<file path="config.mk">
export PLATFORM = sky130hd
export DESIGN_NAME = jio_kbd_in_flat
export DESIGN_NICKNAME = d
export VERILOG_FILES = /design/src/rtl/jio_kbd_in_pkg.sv /design/src/rtl/jio_kbd_in_if.sv /design/src/rtl/jio_kbd_in_jdebounce.sv /design/src/rtl/jio_kbd_in.sv /design/src/flat_wrapper.sv
export SDC_FILE = /design/constraint.sdc
export NUM_CORES = 1
export LEC_CHECK = 0
export BUFFER_PORTS_ARGS = -buffer_cell sky130_fd_sc_hd__buf_2
export CORE_ASPECT_RATIO = 1.2
export CORE_MARGIN = 3
export CORE_UTILIZATION = 51
export CTS_CLUSTER_SIZE = 10
export DETAILED_ROUTE_END_ITERATION = 10
export PLACE_DENSITY = 0.75
export SLEW_MARGIN = 25
export SYNTH_ARGS = -nofsm -noshare
export SYNTH_HDL_FRONTEND = slang
export SYNTH_SLANG_ARGS = --single-unit
</file>
<file path="constraint.sdc">
create_clock -name sclk -period 2.05 [get_ports sclk]
set_input_delay 0.1025 -clock sclk [delete_from_list [all_inputs] [get_ports sclk]]
set_output_delay 0.1025 -clock sclk [all_outputs]
set_load 0.01 [all_outputs]
</file>
<file path="src/rtl/jio_kbd_in_pkg.sv">
// Shared definitions for jcscpu IO bus devices: addresses, status bit layout
// and IO cycle decoding.
package jio_pkg;

   localparam logic [7:0] TTY_ADDR      = 8'd0;
   localparam logic [7:0] KBD_DATA_ADDR = 8'd1;
   localparam logic [7:0] KBD_STAT_ADDR = 8'd2;

   localparam int STAT_READY = 7;
   localparam int STAT_OVF   = 6;
   localparam int STAT_FULL  = 5;

   typedef enum logic [1:0] {
      CYC_IN_DATA  = 2'b00,
      CYC_OUT_DATA = 2'b01,
      CYC_IN_ADDR  = 2'b10,
      CYC_OUT_ADDR = 2'b11
   } io_cycle_t;

   function automatic io_cycle_t decode_cycle(input logic io_da, input logic io_io);
      return io_cycle_t'({io_da, io_io});
   endfunction

endpackage

</file>
<file path="src/rtl/jio_kbd_in_if.sv">
// IO bus strobes and data as seen between the control unit and one IO device.
interface jio_io_if;

   logic       io_s;
   logic       io_e;
   logic       io_da;
   logic       io_io;
   logic [7:0] bus_in;
   logic [7:0] bus_out;

   modport master (output io_s, io_e, io_da, io_io, bus_in, input bus_out);
   modport slave  (input io_s, io_e, io_da, io_io, bus_in, output bus_out);

endinterface

</file>
<file path="src/rtl/jio_kbd_in_jdebounce.sv">
// Button conditioner: two-flop synchronizer, stability counter and a
// one-cycle pulse on each accepted rising level.
module jdebounce #(
   parameter int DB_CYCLES = 2
) (
   input  logic sclk,
   input  logic reset,
   input  logic raw,
   output logic level,
   output logic pulse
);

   localparam int CW = $clog2(DB_CYCLES + 1);

   logic [1:0]    sync;
   logic [CW-1:0] cnt;

   // The level flips only after DB_CYCLES consecutive differing samples.
   always_ff @(posedge sclk) begin
      if (reset) begin
         sync  <= 2'b00;
         level <= 1'b0;
         cnt   <= '0;
         pulse <= 1'b0;
      end else begin
         sync  <= {sync[0], raw};
         pulse <= 1'b0;
         if (sync[1] != level) begin
            if (cnt == CW'(DB_CYCLES - 1)) begin
               level <= sync[1];
               cnt   <= '0;
               pulse <= sync[1];
            end else begin
               cnt <= cnt + 1'b1;
            end
         end else begin
            cnt <= '0;
         end
      end
   end

endmodule

</file>
<file path="src/rtl/jio_kbd_in.sv">
// Keyboard-style input device: debounced button pushes the switch byte into a
// FIFO that the CPU drains with IN Data; contributes 8'h00 to the wor bus when idle.
module jio_kbd_in
   import jio_pkg::*;
#(
   parameter logic [7:0] DATA_ADDR = KBD_DATA_ADDR,
   parameter logic [7:0] STAT_ADDR = KBD_STAT_ADDR,
   parameter int         DEPTH     = 4,
   parameter int         DB_CYCLES = 2
) (
   input  logic                 sclk,
   input  logic                 reset,
   input  logic [7:0]           sw_data,
   input  logic                 btn_push,
   jio_io_if.slave              io,
   output logic [$clog2(DEPTH):0] count,
   output logic                 overflow
);

   localparam int AW = $clog2(DEPTH);

   logic [7:0]  mem [DEPTH];
   logic [AW:0] wptr;
   logic [AW:0] rptr;
   logic [7:0]  sel;
   logic        rd_active;
   logic        rd_was_data;
   logic        btn_level;
   logic        push;
   logic        empty;
   logic        full;
   logic        rd_data;
   logic        rd_stat;
   logic        read_end;
   logic        pop;
   logic        push_ok;
   logic        stat_clear;
   logic        ovf_set;
   logic [7:0]  count8;
   logic [7:0]  status;
   io_cycle_t   cyc;

   jdebounce #(.DB_CYCLES(DB_CYCLES)) u_db (
      .sclk  (sclk),
      .reset (reset),
      .raw   (btn_push),
      .level (btn_level),
      .pulse (push)
   );

   assign cyc    = decode_cycle(io.io_da, io.io_io);
   assign count  = wptr - rptr;
   assign count8 = 8'(count);
   assign empty  = (wptr == rptr);
   assign full   = (wptr[AW] != rptr[AW]) && (wptr[AW-1:0] == rptr[AW-1:0]);

   assign rd_data    = io.io_e && (cyc == CYC_IN_DATA) && (sel == DATA_ADDR);
   assign rd_stat    = io.io_e && (cyc == CYC_IN_DATA) && (sel == STAT_ADDR);
   assign read_end   = rd_active && !(rd_data || rd_stat);
   assign pop        = read_end && rd_was_data && !empty;
   assign stat_clear = read_end && !rd_was_data;
   // A pop in the same cycle frees the slot, so a push into a full FIFO still lands.
   assign push_ok    = push && (!full || pop);
   assign ovf_set    = push && full && !pop;

   always_comb begin
      status             = 8'h00;
      status[STAT_READY] = !empty;
      status[STAT_OVF]   = overflow;
      status[STAT_FULL]  = full;
      status[3:0]        = count8[3:0];
   end

   always_comb begin
      io.bus_out = 8'h00;
      if (rd_data) begin
         io.bus_out = empty ? 8'h00 : mem[rptr[AW-1:0]];
      end else if (rd_stat) begin
         io.bus_out = status;
      end
   end

   always_ff @(posedge sclk) begin
      if (!reset && push_ok) begin
         mem[wptr[AW-1:0]] <= sw_data;
      end
   end

   // Read-end is judged on the kind of read registered while io_e was high.
   always_ff @(posedge sclk) begin
      if (reset) begin
         wptr        <= '0;
         rptr        <= '0;
         sel         <= 8'h00;
         rd_active   <= 1'b0;
         rd_was_data <= 1'b0;
         overflow    <= 1'b0;
      end else begin
         if (io.io_s && (cyc == CYC_OUT_ADDR)) begin
            sel <= io.bus_in;
         end
         rd_active <= rd_data || rd_stat;
         if (rd_data || rd_stat) begin
            rd_was_data <= rd_data;
         end
         if (push_ok) begin
            wptr <= wptr + 1'b1;
         end
         if (pop) begin
            rptr <= rptr + 1'b1;
         end
         if (ovf_set) begin
            overflow <= 1'b1;
         end else if (stat_clear) begin
            overflow <= 1'b0;
         end
      end
   end

endmodule

</file>
<file path="src/flat_wrapper.sv">
// flat-port wrapper written by rule: the top's interface ports become plain ports
module jio_kbd_in_flat import jio_pkg::*;
#(
   parameter logic [7:0] DATA_ADDR = KBD_DATA_ADDR,
   parameter logic [7:0] STAT_ADDR = KBD_STAT_ADDR,
   parameter int         DEPTH     = 4,
   parameter int         DB_CYCLES = 2
)
  (sclk, reset, sw_data, btn_push, count, overflow, io_io_s, io_io_e, io_io_da, io_io_io, io_bus_in, io_bus_out);
  jio_io_if io_i ();
  input  logic sclk;
  input  logic reset;
  input  logic [7:0] sw_data;
  input  logic btn_push;
  output logic [$clog2(DEPTH):0] count;
  output logic overflow;
  input wire logic [$bits(io_i.io_s)-1:0] io_io_s;
  input wire logic [$bits(io_i.io_e)-1:0] io_io_e;
  input wire logic [$bits(io_i.io_da)-1:0] io_io_da;
  input wire logic [$bits(io_i.io_io)-1:0] io_io_io;
  input wire logic [$bits(io_i.bus_in)-1:0] io_bus_in;
  output wire logic [$bits(io_i.bus_out)-1:0] io_bus_out;
  assign io_i.io_s = io_io_s;
  assign io_i.io_e = io_io_e;
  assign io_i.io_da = io_io_da;
  assign io_i.io_io = io_io_io;
  assign io_i.bus_in = io_bus_in;
  assign io_bus_out = io_i.bus_out;
  jio_kbd_in #(.DATA_ADDR(DATA_ADDR), .STAT_ADDR(STAT_ADDR), .DEPTH(DEPTH), .DB_CYCLES(DB_CYCLES)) u_core (.sclk(sclk), .reset(reset), .sw_data(sw_data), .btn_push(btn_push), .io(io_i), .count(count), .overflow(overflow));
endmodule
</file>
==> results.md <==
- Status: complete, but fails checks
- Failing checks: setup timing
- Die W: 69.75 um
- Worst Setup Start Kind: flip-flop
- Logic gate share of total power: 5.2%
- RSZ-0062 raised after global routing: true
- Clock power frac: 46.6%
- R2R Path Start: u_core.sel[5]$_SDFFE_PP0P_
- Relative slew slack: 65.74%
- Total GRT Usage: 21.60%
- Worst Hold Endpoint: u_core.sel[1]$_SDFFE_PP0P_
- Worst Setup Slack, final: -0.3170 ns
- Fillcell total: 306
- Average routed wire per standard cell: 16.22 um
- Die ar.: 5754 um^2
- Final Wtd Congestion: 0.8693
- Tot Pwr: 2.528 mW
- Switching fraction of total power: 21.71%
- Buf+Inv Stages, Crit Path: 3
- Initial Utilization: 53.35%
- Top cell by count, worst path: or4_4
- Max stage delay cell, worst path: or4_4
- Initial antenna violation count: 0
- Critical path peak fanout: 8
- Critical Path AT: 2.45 ns
- Syn nets: 217
- Sequential share of the synthesized area: 58.75%
- Post-route ant nets: 0
- Hold Path Cell Cnt: 3
- Die Y: 82.50 um
- Vias in the first global route: 1872
- Nets: 312
- Worst skew pair latency: 0.34 ns
- CTS tree: yes
- Hold Path Class: in -> reg
- Mapped Area: 2487 um^2
- Final setup violation count: 44
- TNS Setup: -11.34 ns
- Num Clock Sinks: 57
- Clock Path Buffers: 2
- IO buf count: 34
- Total Wirelength: 5.565 mm
- HPWL after DPL: 3.727 mm
- Skew final: 0.006906 ns
- Reg-to-reg slack, setup: -0.32 ns
- Largest net degree at the start of global routing: 21
- Final hold violations: 0
- First-pass GRT wire length: 9.163 mm
- Syn Inst Count: 185
- Dpl cell area: 2959 um^2
- Post-Place Setup Slack: -0.2943 ns
- Worst hold margin: 0.02290 ns
- Pint: 1.980 mW
- Syn_area_per_cell: 13.45 um^2
- FP Rows: 27
- Crit path largest cell delay: 0.55 ns
- P_leak: 1.440 nW
- Max Transition Viols Final: 0
- Switching Power: 0.5488 mW
- CTS Buf Count: 9
- Area Overhead vs Synth: 41.30%
- Placed cells: 303
- Ant. Diodes: 0
- Drt first-iter violations: 151
- Most frequent cells in the layout: 34 x buf_2, 34 x buf_4, 32 x edfxtp_1, 24 x dfxtp_1, 18 x nor2_1
- Type of the worst setup path: reg -> reg
- Design Area, Final: 3515 um^2
- Power Density: 719.4 nW/um^2
- Post-synth top area share: 38.63%
- Final Util: 75.39%
- FMAX: 422.5 MHz
- Max-Cap Viols: 0
- Worst vdd ir: 0.0008920 V
- Largest cells by area after synthesis: edfxtp_1 39%, dfxtp_1 20%, mux4_2 7.2%
- Leading area contributor after synthesis: edfxtp_1
- Clk slew on worst S/H paths: 0.07 ns
- Fin crit share: 115.5%
- Clk root buf: clkbuf_8
- 1st-pass router iterations: 4
- Worst Path Required: 2.13 ns
- CP delay by family, top: simple AND/OR/NAND/NOR gates
- Multi-input logic area: 1069 um^2
- Critical-path cell list: or4_4, buf_4, buf_6, or4_4, a21oi_4, buf_12, nor3_4
- Worst setup EP type: flip-flop
- Post-synthesis register bit count: 57
- Fin crit period: 2.367 ns
- R2R cell count: 7
- Total gr overflow: 0
- Flop pwr share: 48.2%
- Core Area: 4662 um^2
- Ys Warns: 0
- Slew of the pin with the lowest slew margin: 0.5124 ns
- Worst Hold Launch: io_bus_in[1]
- DRC: 0
- Total number of vias: 1809
- Num ports: 35
- Worst reg2reg endpoint: u_core.mem[3][7]$_DFFE_PP_
- Register area: 1463 um^2
- H-tree levels: 3
- Fin cells: 343
- Yosys cell types: 38
- Vias per cell: 5.274
- Share of layout cells above drive strength 1: 42.46%
## cell type report
type / instances / share of cell area, %
Sequential cell: 57 / 41.62
Tap cell: 58 / 2.065
Timing Repair Buffer: 89 / 18.51
Inverter: 9 / 0.9612
Clock buffer: 9 / 3.524
Multi-Input combinational cell: 114 / 30.40
Clock inverter: 7 / 2.919
## tightest hold or removal path: cells and delay by family
family | cells | cell delay (ns)
multiplexers | 1 | 0.06
buffers and inverters | 1 | 0.08
AND/OR/NAND/NOR | 1 | 0.09
## per-layer routing
layer / GRT usage, % / vias up / part of all wire (%)
met3: 5.690 / 10 / 5.6
met1: 24.84 / 869 / 41
met2: 37.50 / 55 / 51
li1: - / 875 / -
met5: 0 / - / 0
met4: 11.49 / 0 / 2.2
## registers in the layout, indices dropped and copies added (netlist names), named ones only
name / flops
u_core.mem: 32
u_core.overflow: 1
u_core.rd_active: 1
u_core.rd_was_data: 1
u_core.rptr: 3
u_core.sel: 8
u_core.u_db.cnt: 2
u_core.u_db.level: 1
u_core.u_db.pulse: 1
u_core.u_db.sync: 2
u_core.wptr: 3
## synthesized netlist by cell type, drive strengths merged
cell,instances
nor2,18
nor4bb,1
edfxtp,32
nor2b,5
xnor2,4
mux2,3
o2bb2ai,4
nand3,5
a32o,2
or3,3
or4,2
o21bai,2
a31oi,1
clkbuf,4
nor4,2
fa,1
o31ai,1
o21ai,5
nand2,9
nand3b,1
and2,2
xor2,1
o41ai,1
buf,1
or4b,1
nor3b,1
nor3,7
mux2i,10
ha,8
mux4,8
a21oi,6
dfxtp,25
inv,9
## logic make-up (layout without fill, tap and decap cells)
group	after synthesis	after routing	share of synthesized area, %
compound gates	22	22	6.690
xor+xnor	5	5	1.760
fa+ha+maj	9	9	4.829
buf+inv	14	114	2.112
flops	57	57	58.75
mux	21	21	12.63
simple gates	57	57	13.23
## timing repair
item / CTS / global route
buffers inserted: 6 / 2
hold buffers: 16 / 0
endpoints found under the setup margin: 43 / 46
pin swaps: 11 / 2
resized for setup: 15 / 5
hold endpoints to repair: 40 / 0
## power by group through the flow
stage	clock network, mW	logic, mW	registers [mW]
after floorplan	0	0.0441	1.24
after global placement	0	0.0930	1.24
after detailed placement	0	0.0955	1.24
after CTS	1.20	0.125	1.22
after global routing	1.27	0.145	1.22
final	1.18	0.131	1.22
## worst max path at each step
stage / cells after the start / slack [ns] / startpoint / endpoint
finish: 7 / -0.32 / u_core.sel[5]$_SDFFE_PP0P_ / u_core.mem[3][7]$_DFFE_PP_
global route: 6 / -0.40 / u_core.sel[5]$_SDFFE_PP0P_ / io_bus_out[6]
CTS: 6 / -0.28 / u_core.sel[5]$_SDFFE_PP0P_ / io_bus_out[2]
detailed placement: 5 / -0.29 / u_core.wptr[0]$_SDFFE_PP0P_ / u_core.mem[2][3]$_DFFE_PP_
global placement: 5 / -0.29 / u_core.wptr[0]$_SDFFE_PP0P_ / u_core.mem[1][3]$_DFFE_PP_
floorplan: 5 / -0.12 / u_core.wptr[0]$_SDFFE_PP0P_ / u_core.mem[3][0]$_DFFE_PP_
(Power assumes the default switching activity.)
